File: src/rtl/vga_timing_gen_pkg.sv
// Shared definitions for the VGA timing generator.
// Holds the default 640x480@60 timing constants, the pattern-mode enum
// and the helpers that derive the total line/frame lengths.
package vga_pkg;

   localparam int DEF_H_ACTIVE    = 640;
   localparam int DEF_H_FP        = 16;
   localparam int DEF_H_SYNC      = 96;
   localparam int DEF_H_BP        = 48;
   localparam int DEF_V_ACTIVE    = 480;
   localparam int DEF_V_FP        = 10;
   localparam int DEF_V_SYNC      = 2;
   localparam int DEF_V_BP        = 33;
   localparam int DEF_SYNC_POL    = 1;
   localparam int DEF_SCALE_SHIFT = 4;
   localparam int DEF_COLOR_W     = 1;
   localparam int DEF_CW          = 10;

   typedef enum logic [1:0] {
      MODE_OVERLAY = 2'd0,
      MODE_BARS    = 2'd1,
      MODE_CHECKER = 2'd2,
      MODE_WHITE   = 2'd3
   } mode_e;

   function automatic int h_total(int sync, int bp, int act, int fp);
      return sync + bp + act + fp;
   endfunction

   function automatic int v_total(int sync, int bp, int act, int fp);
      return sync + bp + act + fp;
   endfunction

endpackage

File: src/rtl/vga_timing_gen_if.sv
// Video bus between a pattern/timing source and its consumer.
//   master : drives en (pixel tick), mode, overlay_in; receives video.
//   slave  : the timing generator; receives controls, drives coordinates,
//            syncs, RGB, data-enable and the line/frame start pulses.
interface vga_timing_gen_if
   import vga_pkg::*;
#(
   parameter int CW          = DEF_CW,
   parameter int SCALE_SHIFT = DEF_SCALE_SHIFT,
   parameter int COLOR_W     = DEF_COLOR_W
);
   logic                    en;
   logic [1:0]              mode;
   logic                    overlay_in;
   logic [CW-SCALE_SHIFT-1:0] x_div;
   logic [CW-SCALE_SHIFT-1:0] y_div;
   logic                    o_hsync;
   logic                    o_vsync;
   logic [COLOR_W-1:0]      o_red;
   logic [COLOR_W-1:0]      o_green;
   logic [COLOR_W-1:0]      o_blue;
   logic                    active;
   logic                    line_start;
   logic                    frame_start;

   modport master (
      output en, mode, overlay_in,
      input  x_div, y_div, o_hsync, o_vsync, o_red, o_green, o_blue,
             active, line_start, frame_start
   );

   modport slave (
      input  en, mode, overlay_in,
      output x_div, y_div, o_hsync, o_vsync, o_red, o_green, o_blue,
             active, line_start, frame_start
   );
endinterface

File: src/rtl/vga_axis_counter.sv
// One timing axis (horizontal or vertical).
// Ports: clk, rst (sync, active-high), step (advance by one);
//        count (0..TOTAL-1), in_sync (count < SYNC),
//        in_active (count in [START, START+LEN-1]),
//        wrap (step on the last count, i.e. the counter returns to 0 now).
module vga_axis_counter #(
   parameter int CW    = 10,
   parameter int TOTAL = 800,
   parameter int SYNC  = 96,
   parameter int START = 144,
   parameter int LEN   = 640
) (
   input  logic          clk,
   input  logic          rst,
   input  logic          step,
   output logic [CW-1:0] count,
   output logic          in_sync,
   output logic          in_active,
   output logic          wrap
);
   localparam logic [CW-1:0] LAST     = CW'(TOTAL - 1);
   localparam logic [CW-1:0] SYNC_END = CW'(SYNC);
   localparam logic [CW-1:0] ACT_BEG  = CW'(START);
   localparam logic [CW-1:0] ACT_END  = CW'(START + LEN);

   assign wrap      = step && (count == LAST);
   assign in_sync   = count < SYNC_END;
   assign in_active = (count >= ACT_BEG) && (count < ACT_END);

   always_ff @(posedge clk) begin
      if (rst)
         count <= '0;
      else if (step)
         count <= wrap ? '0 : count + CW'(1);
   end
endmodule

File: src/rtl/vga_timing_gen.sv
// VGA timing and test-pattern generator.
// Ports: clk, rst (sync, active-high), bus (slave side of vga_timing_gen_if).
// Stage 0 is the h/v counters plus the combinational scaled coordinates
// x_div/y_div; stage 1 registers syncs, RGB and active on each pixel tick.
// The pattern mode is captured only at the frame boundary so a frame is
// never drawn with two different patterns.
module vga_timing_gen
   import vga_pkg::*;
#(
   parameter int H_ACTIVE    = DEF_H_ACTIVE,
   parameter int H_FP        = DEF_H_FP,
   parameter int H_SYNC      = DEF_H_SYNC,
   parameter int H_BP        = DEF_H_BP,
   parameter int V_ACTIVE    = DEF_V_ACTIVE,
   parameter int V_FP        = DEF_V_FP,
   parameter int V_SYNC      = DEF_V_SYNC,
   parameter int V_BP        = DEF_V_BP,
   parameter int SYNC_POL    = DEF_SYNC_POL,
   parameter int SCALE_SHIFT = DEF_SCALE_SHIFT,
   parameter int COLOR_W     = DEF_COLOR_W,
   parameter int CW          = DEF_CW
) (
   input logic              clk,
   input logic              rst,
   vga_timing_gen_if.slave  bus
);
   localparam int H_TOTAL = h_total(H_SYNC, H_BP, H_ACTIVE, H_FP);
   localparam int V_TOTAL = v_total(V_SYNC, V_BP, V_ACTIVE, V_FP);
   localparam int XW      = CW - SCALE_SHIFT;
   localparam logic [CW-1:0] H_START = CW'(H_SYNC + H_BP);
   localparam logic [CW-1:0] V_START = CW'(V_SYNC + V_BP);
   localparam logic [CW-1:0] BAR_W   = CW'(H_ACTIVE / 8);
   localparam logic          POL     = 1'(SYNC_POL);

   logic [CW-1:0]      h, v;
   logic               h_sync, h_act, h_wrap;
   logic               v_sync, v_act, v_wrap;
   logic               in_win, chk;
   logic [CW-1:0]      x_act, y_act;
   logic [2:0]         bar;
   logic [COLOR_W-1:0] r_nxt, g_nxt, b_nxt;
   mode_e              mode_q;

   vga_axis_counter #(
      .CW(CW), .TOTAL(H_TOTAL), .SYNC(H_SYNC), .START(H_SYNC + H_BP), .LEN(H_ACTIVE)
   ) u_h_cnt (
      .clk(clk), .rst(rst), .step(bus.en),
      .count(h), .in_sync(h_sync), .in_active(h_act), .wrap(h_wrap)
   );

   // The vertical axis steps once per completed line.
   vga_axis_counter #(
      .CW(CW), .TOTAL(V_TOTAL), .SYNC(V_SYNC), .START(V_SYNC + V_BP), .LEN(V_ACTIVE)
   ) u_v_cnt (
      .clk(clk), .rst(rst), .step(h_wrap),
      .count(v), .in_sync(v_sync), .in_active(v_act), .wrap(v_wrap)
   );

   assign in_win = h_act && v_act;
   assign x_act  = h - H_START;
   assign y_act  = v - V_START;

   assign bus.x_div = in_win ? XW'(x_act >> SCALE_SHIFT) : '0;
   assign bus.y_div = in_win ? XW'(y_act >> SCALE_SHIFT) : '0;

   assign bar = 3'(x_act / BAR_W);
   assign chk = bus.x_div[0] ^ bus.y_div[0];

   always_comb begin
      r_nxt = '0;
      g_nxt = '0;
      b_nxt = '0;
      if (in_win) begin
         case (mode_q)
            MODE_OVERLAY: begin
               r_nxt = {COLOR_W{bus.overlay_in}};
               g_nxt = {COLOR_W{bus.overlay_in}};
               b_nxt = {COLOR_W{bus.overlay_in}};
            end
            MODE_BARS: begin
               r_nxt = {COLOR_W{bar[2]}};
               g_nxt = {COLOR_W{bar[1]}};
               b_nxt = {COLOR_W{bar[0]}};
            end
            MODE_CHECKER: begin
               r_nxt = {COLOR_W{chk}};
               g_nxt = {COLOR_W{chk}};
               b_nxt = {COLOR_W{chk}};
            end
            MODE_WHITE: begin
               r_nxt = '1;
               g_nxt = '1;
               b_nxt = '1;
            end
         endcase
      end
   end

   always_ff @(posedge clk) begin
      if (rst) begin
         mode_q          <= mode_e'(bus.mode);
         bus.o_hsync     <= ~POL;
         bus.o_vsync     <= ~POL;
         bus.o_red       <= '0;
         bus.o_green     <= '0;
         bus.o_blue      <= '0;
         bus.active      <= 1'b0;
         bus.line_start  <= 1'b0;
         bus.frame_start <= 1'b0;
      end else begin
         // Pulses are re-evaluated every clk so they never stretch across en=0.
         bus.line_start  <= bus.en && (h == '0);
         bus.frame_start <= bus.en && (h == '0) && (v == '0);
         // v_wrap is the last pixel tick of the frame.
         if (v_wrap)
            mode_q <= mode_e'(bus.mode);
         if (bus.en) begin
            bus.o_hsync <= h_sync ? POL : ~POL;
            bus.o_vsync <= v_sync ? POL : ~POL;
            bus.o_red   <= r_nxt;
            bus.o_green <= g_nxt;
            bus.o_blue  <= b_nxt;
            bus.active  <= in_win;
         end
      end
   end
endmodule
File: src/flat_wrapper.sv
// flat-port wrapper written by rule: the top's interface ports become plain ports
module vga_timing_gen_flat import vga_pkg::*;
#(
   parameter int H_ACTIVE    = DEF_H_ACTIVE,
   parameter int H_FP        = DEF_H_FP,
   parameter int H_SYNC      = DEF_H_SYNC,
   parameter int H_BP        = DEF_H_BP,
   parameter int V_ACTIVE    = DEF_V_ACTIVE,
   parameter int V_FP        = DEF_V_FP,
   parameter int V_SYNC      = DEF_V_SYNC,
   parameter int V_BP        = DEF_V_BP,
   parameter int SYNC_POL    = DEF_SYNC_POL,
   parameter int SCALE_SHIFT = DEF_SCALE_SHIFT,
   parameter int COLOR_W     = DEF_COLOR_W,
   parameter int CW          = DEF_CW
)
  (clk, rst, bus_en, bus_mode, bus_overlay_in, bus_x_div, bus_y_div, bus_o_hsync, bus_o_vsync, bus_o_red, bus_o_green, bus_o_blue, bus_active, bus_line_start, bus_frame_start);
  vga_timing_gen_if #(.CW(CW), .SCALE_SHIFT(SCALE_SHIFT), .COLOR_W(COLOR_W)) bus_i ();
  input logic clk;
  input logic rst;
  input wire logic [$bits(bus_i.en)-1:0] bus_en;
  input wire logic [$bits(bus_i.mode)-1:0] bus_mode;
  input wire logic [$bits(bus_i.overlay_in)-1:0] bus_overlay_in;
  output wire logic [$bits(bus_i.x_div)-1:0] bus_x_div;
  output wire logic [$bits(bus_i.y_div)-1:0] bus_y_div;
  output wire logic [$bits(bus_i.o_hsync)-1:0] bus_o_hsync;
  output wire logic [$bits(bus_i.o_vsync)-1:0] bus_o_vsync;
  output wire logic [$bits(bus_i.o_red)-1:0] bus_o_red;
  output wire logic [$bits(bus_i.o_green)-1:0] bus_o_green;
  output wire logic [$bits(bus_i.o_blue)-1:0] bus_o_blue;
  output wire logic [$bits(bus_i.active)-1:0] bus_active;
  output wire logic [$bits(bus_i.line_start)-1:0] bus_line_start;
  output wire logic [$bits(bus_i.frame_start)-1:0] bus_frame_start;
  assign bus_i.en = bus_en;
  assign bus_i.mode = bus_mode;
  assign bus_i.overlay_in = bus_overlay_in;
  assign bus_x_div = bus_i.x_div;
  assign bus_y_div = bus_i.y_div;
  assign bus_o_hsync = bus_i.o_hsync;
  assign bus_o_vsync = bus_i.o_vsync;
  assign bus_o_red = bus_i.o_red;
  assign bus_o_green = bus_i.o_green;
  assign bus_o_blue = bus_i.o_blue;
  assign bus_active = bus_i.active;
  assign bus_line_start = bus_i.line_start;
  assign bus_frame_start = bus_i.frame_start;
  vga_timing_gen #(.H_ACTIVE(H_ACTIVE), .H_FP(H_FP), .H_SYNC(H_SYNC), .H_BP(H_BP), .V_ACTIVE(V_ACTIVE), .V_FP(V_FP), .V_SYNC(V_SYNC), .V_BP(V_BP), .SYNC_POL(SYNC_POL), .SCALE_SHIFT(SCALE_SHIFT), .COLOR_W(COLOR_W), .CW(CW)) u_core (.clk(clk), .rst(rst), .bus(bus_i));
endmodule
File: config.mk
export PLATFORM = sky130hd
export DESIGN_NAME = vga_timing_gen_flat
export DESIGN_NICKNAME = d
export VERILOG_FILES = /design/src/rtl/vga_timing_gen_pkg.sv /design/src/rtl/vga_timing_gen_if.sv /design/src/rtl/vga_axis_counter.sv /design/src/rtl/vga_timing_gen.sv /design/src/flat_wrapper.sv
export SDC_FILE = /design/constraint.sdc
export NUM_CORES = 1
export LEC_CHECK = 0
export ABC_AREA = 1
export CAP_MARGIN = 10
export CORE_ASPECT_RATIO = 0.6
export CORE_MARGIN = 4
export CORE_UTILIZATION = 35
export DETAILED_ROUTE_END_ITERATION = 12
export GPL_ROUTABILITY_DRIVEN = 0
export PLACE_DENSITY = 0.57
export SYNTH_ARGS = -nofsm -noshare
export SYNTH_HDL_FRONTEND = slang
export SYNTH_HIERARCHICAL = 1
export SYNTH_SLANG_ARGS = --single-unit
File: constraint.sdc
create_clock -name clk -period 1.9 [get_ports clk]
set_input_delay 0.285 -clock clk [delete_from_list [all_inputs] [get_ports clk]]
set_output_delay 0.285 -clock clk [all_outputs]
set_load 0.02 [all_outputs]
==> results.txt <==
- Setup violations remaining at the end of the flow were counted as 14.
- Synthesized flop and latch total: 30
- Power Density: 368.4 nW/um^2
- The number of hold-slack violations in the final timing report is 0.
- For the final routed database, the setup TNS stands at -545.8 ps.
- The region available for standard cell placement spans 5702 sq um.
- In the final layout, the share of cells above drive strength 1 is 43.23%.
- CTS max path bufs: 2
- At the pin with the least slew margin, the transition time is 382.6 ps.
- Worst Slack Setup Final: -201.2 ps
- Required time reported for the critical path endpoint: 1620 ps
* Total routing usage reported by global routing: 17.62%
- Final Total Pwr: 1.238 mW
- Most frequent cell after synthesis: sky130_fd_sc_hd__nand2_1
- Root buffer cell: sky130_fd_sc_hd__clkbuf_8
* Critical path endpoint: bus_y_div[5]
- For this run, the post-layout net count is 432.
- Gr ovfl total: 0
* Max incr delay on CP: 330 ps
* Die Area: 7343 sq um
* Fraction of synthesized area in multiplexers: 0%
- In this run, CTS created clock tree buffers numbering 5.
* Pin count of the biggest net entering global routing: 10
- Proportion of synthesized chip area in sequential cells: 29.56%
- After legalization and detailed placement, the total HPWL measured 4.607 mm.
* Worst setup path startpoint: u_core/u_v_cnt/count[3]
- The first TritonRoute pass finished after 5 iterations.
- Synth Area in Simple Gates: 46.60%
- Highest fanout seen on the critical path: 2
* Area growth from synthesis to layout: 60.07%
- The critical path crosses 12 cells after its start point.
* Final cycle utilization of the critical path: 110.6%
- For this design the top-level I/O count stands at 26.
* Cells after Synth: 319
- The H-tree was split into 2 levels.
- The number of antenna violations at the first check in global routing came to 0.
- Total non-filler cell area in the finished layout: 3361 sq um
- At the later pin of the worst-skew pair, clock insertion delay measures 280 ps.
- Placement Rows: 21
- Cell-by-cell listing of the critical path: nor2_4 -> nand3_4 -> nand2_2 -> inv_2 -> nor2_2 -> inv_2 -> nor2_2 -> inv_2 -> or2_4 -> xor2_1 -> nor2_2 -> buf_6
- Count of antenna-violating nets left after detailed routing: 0
- In the routed layout, each cell is associated on average with a via count of 4.621.
- Main combinational cell family by area after synthesis: simple AND/OR/NAND/NOR gates
- Timing would allow up to 475.9 MHz.
* Count of different cell masters after synthesis: 36
* Violated checks: negative setup slack
- Top post-synthesis cells by count: sky130_fd_sc_hd__nand2_1, sky130_fd_sc_hd__inv_1, sky130_fd_sc_hd__nor2_1
- After detailed placement, the total cell area comes to 2883 sq um.
- In the final routed layout, each cell accounts on average for 12.42 microns.
- Remaining design rule violation count: 0
- Slowest stage cell on the critical path: sky130_fd_sc_hd__dfxtp_2
- Maximum vdd ir drop: 0.3249 mV
- For this block, the initial DRC count from the detailed router was 144.
- Clock skew: 7.164 ps
- TritonCTS clock tree: done
- Broken down by cell family, the worst path's largest delay share belongs to simple AND/OR/NAND/NOR gates.
- Reg-to-Reg End: u_core/bus.o_blue
- For the worst setup path, the data arrival time is 1820 ps.
- Vias in the first global route: 2,148
- The run finished, with violations left.
* First-pass GRT wire length: 10.13 mm
- Chip Width: 108.0 microns
- Setup repair after global routing could not meet its margin everywhere.
* Fill cell count: 516
- sky130_fd_sc_hd__dfxtp_1 takes more of the synthesized area than any other cell.
* Initial cell density of the core: 36.82%
- STA classifies the critical path startpoint as a flip-flop.
- After synthesis the cells add up to 2100 sq um.
* Total buffers and inverters traversed by the critical path: 4
- Setup slack at placement: -423.0 ps
- After Yosys synthesis, XOR and XNOR cells account for 2.503% of the synthesized area.
- Height of the die: 68.00 microns
* P_leak: 1.577 nW
* Flip-flop cell with the highest count after synthesis: sky130_fd_sc_hd__dfxtp_1
- Async SR Flop Fraction: 0%
* Max cap viols: 0
- Worst min-delay path category: flip-flop to flip-flop
- Number of clock sinks: 30
* Total of warnings raised by yosys: 6
- Top post-synthesis cells by area: sky130_fd_sc_hd__dfxtp_1, sky130_fd_sc_hd__nand2_1, sky130_fd_sc_hd__inv_1
* Number of enable flip-flop cells after synthesis: 2
- The number of nets handed over by synthesis was 331.
* Clock slew seen by the registers of the worst setup and hold paths: 70 ps
* Endpoint kind of the worst setup timing path: output pin
- Antenna diode count: 0
- Critical path class: flip-flop to output pin
* Tmin final: 2101 ps
- Max transition margin: 74.26%
- Across all layers, the routed design uses 2,315 vias.
- For the worst flop-to-flop path, the logic depth is 19.
- The worst register-to-register path begins at u_core/u_h_cnt/count[5].
- The synthesized netlist devotes 7.509% of its cell area to compound gates.
- Fraction of the mapped netlist area in adder cells: 3.576%
* Post-Syn Area per Cell: 6.582 sq um
* Final Max Tran Viols: 0
- Register-to-register setup slack: -20 ps
- The top cell type by area accounts for 26.70% of the synthesized area.
- Final core area utilization: 58.94%
- Count of port buffers added during placement: 25
- Final WL: 6.224 mm
==> metrics by stage <==
step | cells | hold slack [ps]
after floorplan | 319 | 354.5
after global placement | 479 | 452.9
after detailed placement | 479 | 460.0
after CTS | 500 | 472.7
after global routing | 501 | 502.4
final | 501 | 472.9
==> report_power, final <==
| part | leakage, nW | total (mW) | switching, mW | internal [mW] |
|---|---|---|---|---|
| Clock | 0.0407 | 0.480 | 0.236 | 0.244 |
| Combinational | 1.29 | 0.102 | 0.0579 | 0.0440 |
| Sequential | 0.250 | 0.656 | 0.00786 | 0.648 |
| Total | 1.58 | 1.24 | 0.302 | 0.936 |
==> cell type report <==
cell class              count  area (sq um)  share of cell area (%)
repair buffers             98         843.3                   25.09
flip-flops and latches     30         631.9                   18.80
clock inverters             3         11.26                  0.3351
multi-input cells         233          1503                   44.71
inverters                  52         202.7                   6.031
well taps                  80         100.1                   2.978
clock buffers               5         68.82                   2.048
==> per-layer routing <==
metal	GRT usage, %	part of all wire [%]	wire [microns]	up-vias
met5	0	0	0	-
met4	2.835	0.13	8	0
met3	3.770	5.5	340	2
met2	26.08	41	2525	50
met1	26.43	54	3349	1035
li1	-	-	-	1228
==> repair_timing <==
item,CTS,global route
buffers inserted,13,2
hold buffers,0,0
gates resized for setup,116,38
pin swaps,9,16
endpoints found under the setup margin,15,15
==> worst register-to-register path, delay by kind of cell, from the launching register on <==
family                     cells  cell delay, ps
adders and majority gates      1             150
AOI/OAI and AO/OA              1             100
and+or+nand+nor               15            1110
DFF                            1             320
buffers and inverters          2             190
==> sequential cells by signal, indices dropped and copies added, names as in the netlist <==
signal,count
u_core/u_h_cnt/count,10
u_core/u_v_cnt/count,10
u_core/mode_q,2
u_core/bus.active,1
u_core/bus.frame_start,1
u_core/bus.line_start,1
u_core/bus.o_blue,1
u_core/bus.o_green,1
u_core/bus.o_hsync,1
u_core/bus.o_red,1
u_core/bus.o_vsync,1
==> cell families (layout without fill, tap and decap cells) <==
family,Yosys count,after routing
AO/OA/AOI/OAI,28,28
XOR/XNOR,6,6
AND/OR/NAND/NOR,193,193
adder cells (fa/ha/maj),6,6
buffers and inverters,56,158
flip-flops,30,30
==> how the worst min path moves through the flow <==
| stage | start | endpoint | slack [ps] | depth (start not counted) |
|---|---|---|---|---|
| floorplan | rst | u_core/u_v_cnt/count[5] | 350 | 1 |
| global placement | u_core/bus.o_green | u_core/bus.o_green | 450 | 2 |
| detailed placement | u_core/bus.o_green | u_core/bus.o_green | 460 | 2 |
| CTS | u_core/bus.o_green | u_core/bus.o_green | 470 | 2 |
| global route | u_core/bus.o_vsync | u_core/bus.o_vsync | 500 | 2 |
| finish | u_core/bus.o_red | u_core/bus.o_red | 470 | 2 |
==> layout by cell type, fill, tap and decap left out, drive strengths merged, types with 6 or more instances in the layout <==
| cell | count |
|---|---|
| nor2 | 49 |
| nor3 | 12 |
| inv | 52 |
| ha | 6 |
| nand3 | 36 |
| clkdlybuf4s50 | 13 |
| nand4 | 8 |
| dfxtp | 28 |
| buf | 85 |
| nand2 | 77 |
| o21ai | 8 |
| a21oi | 17 |
Note: power is estimated with default switching activity, not from simulation.
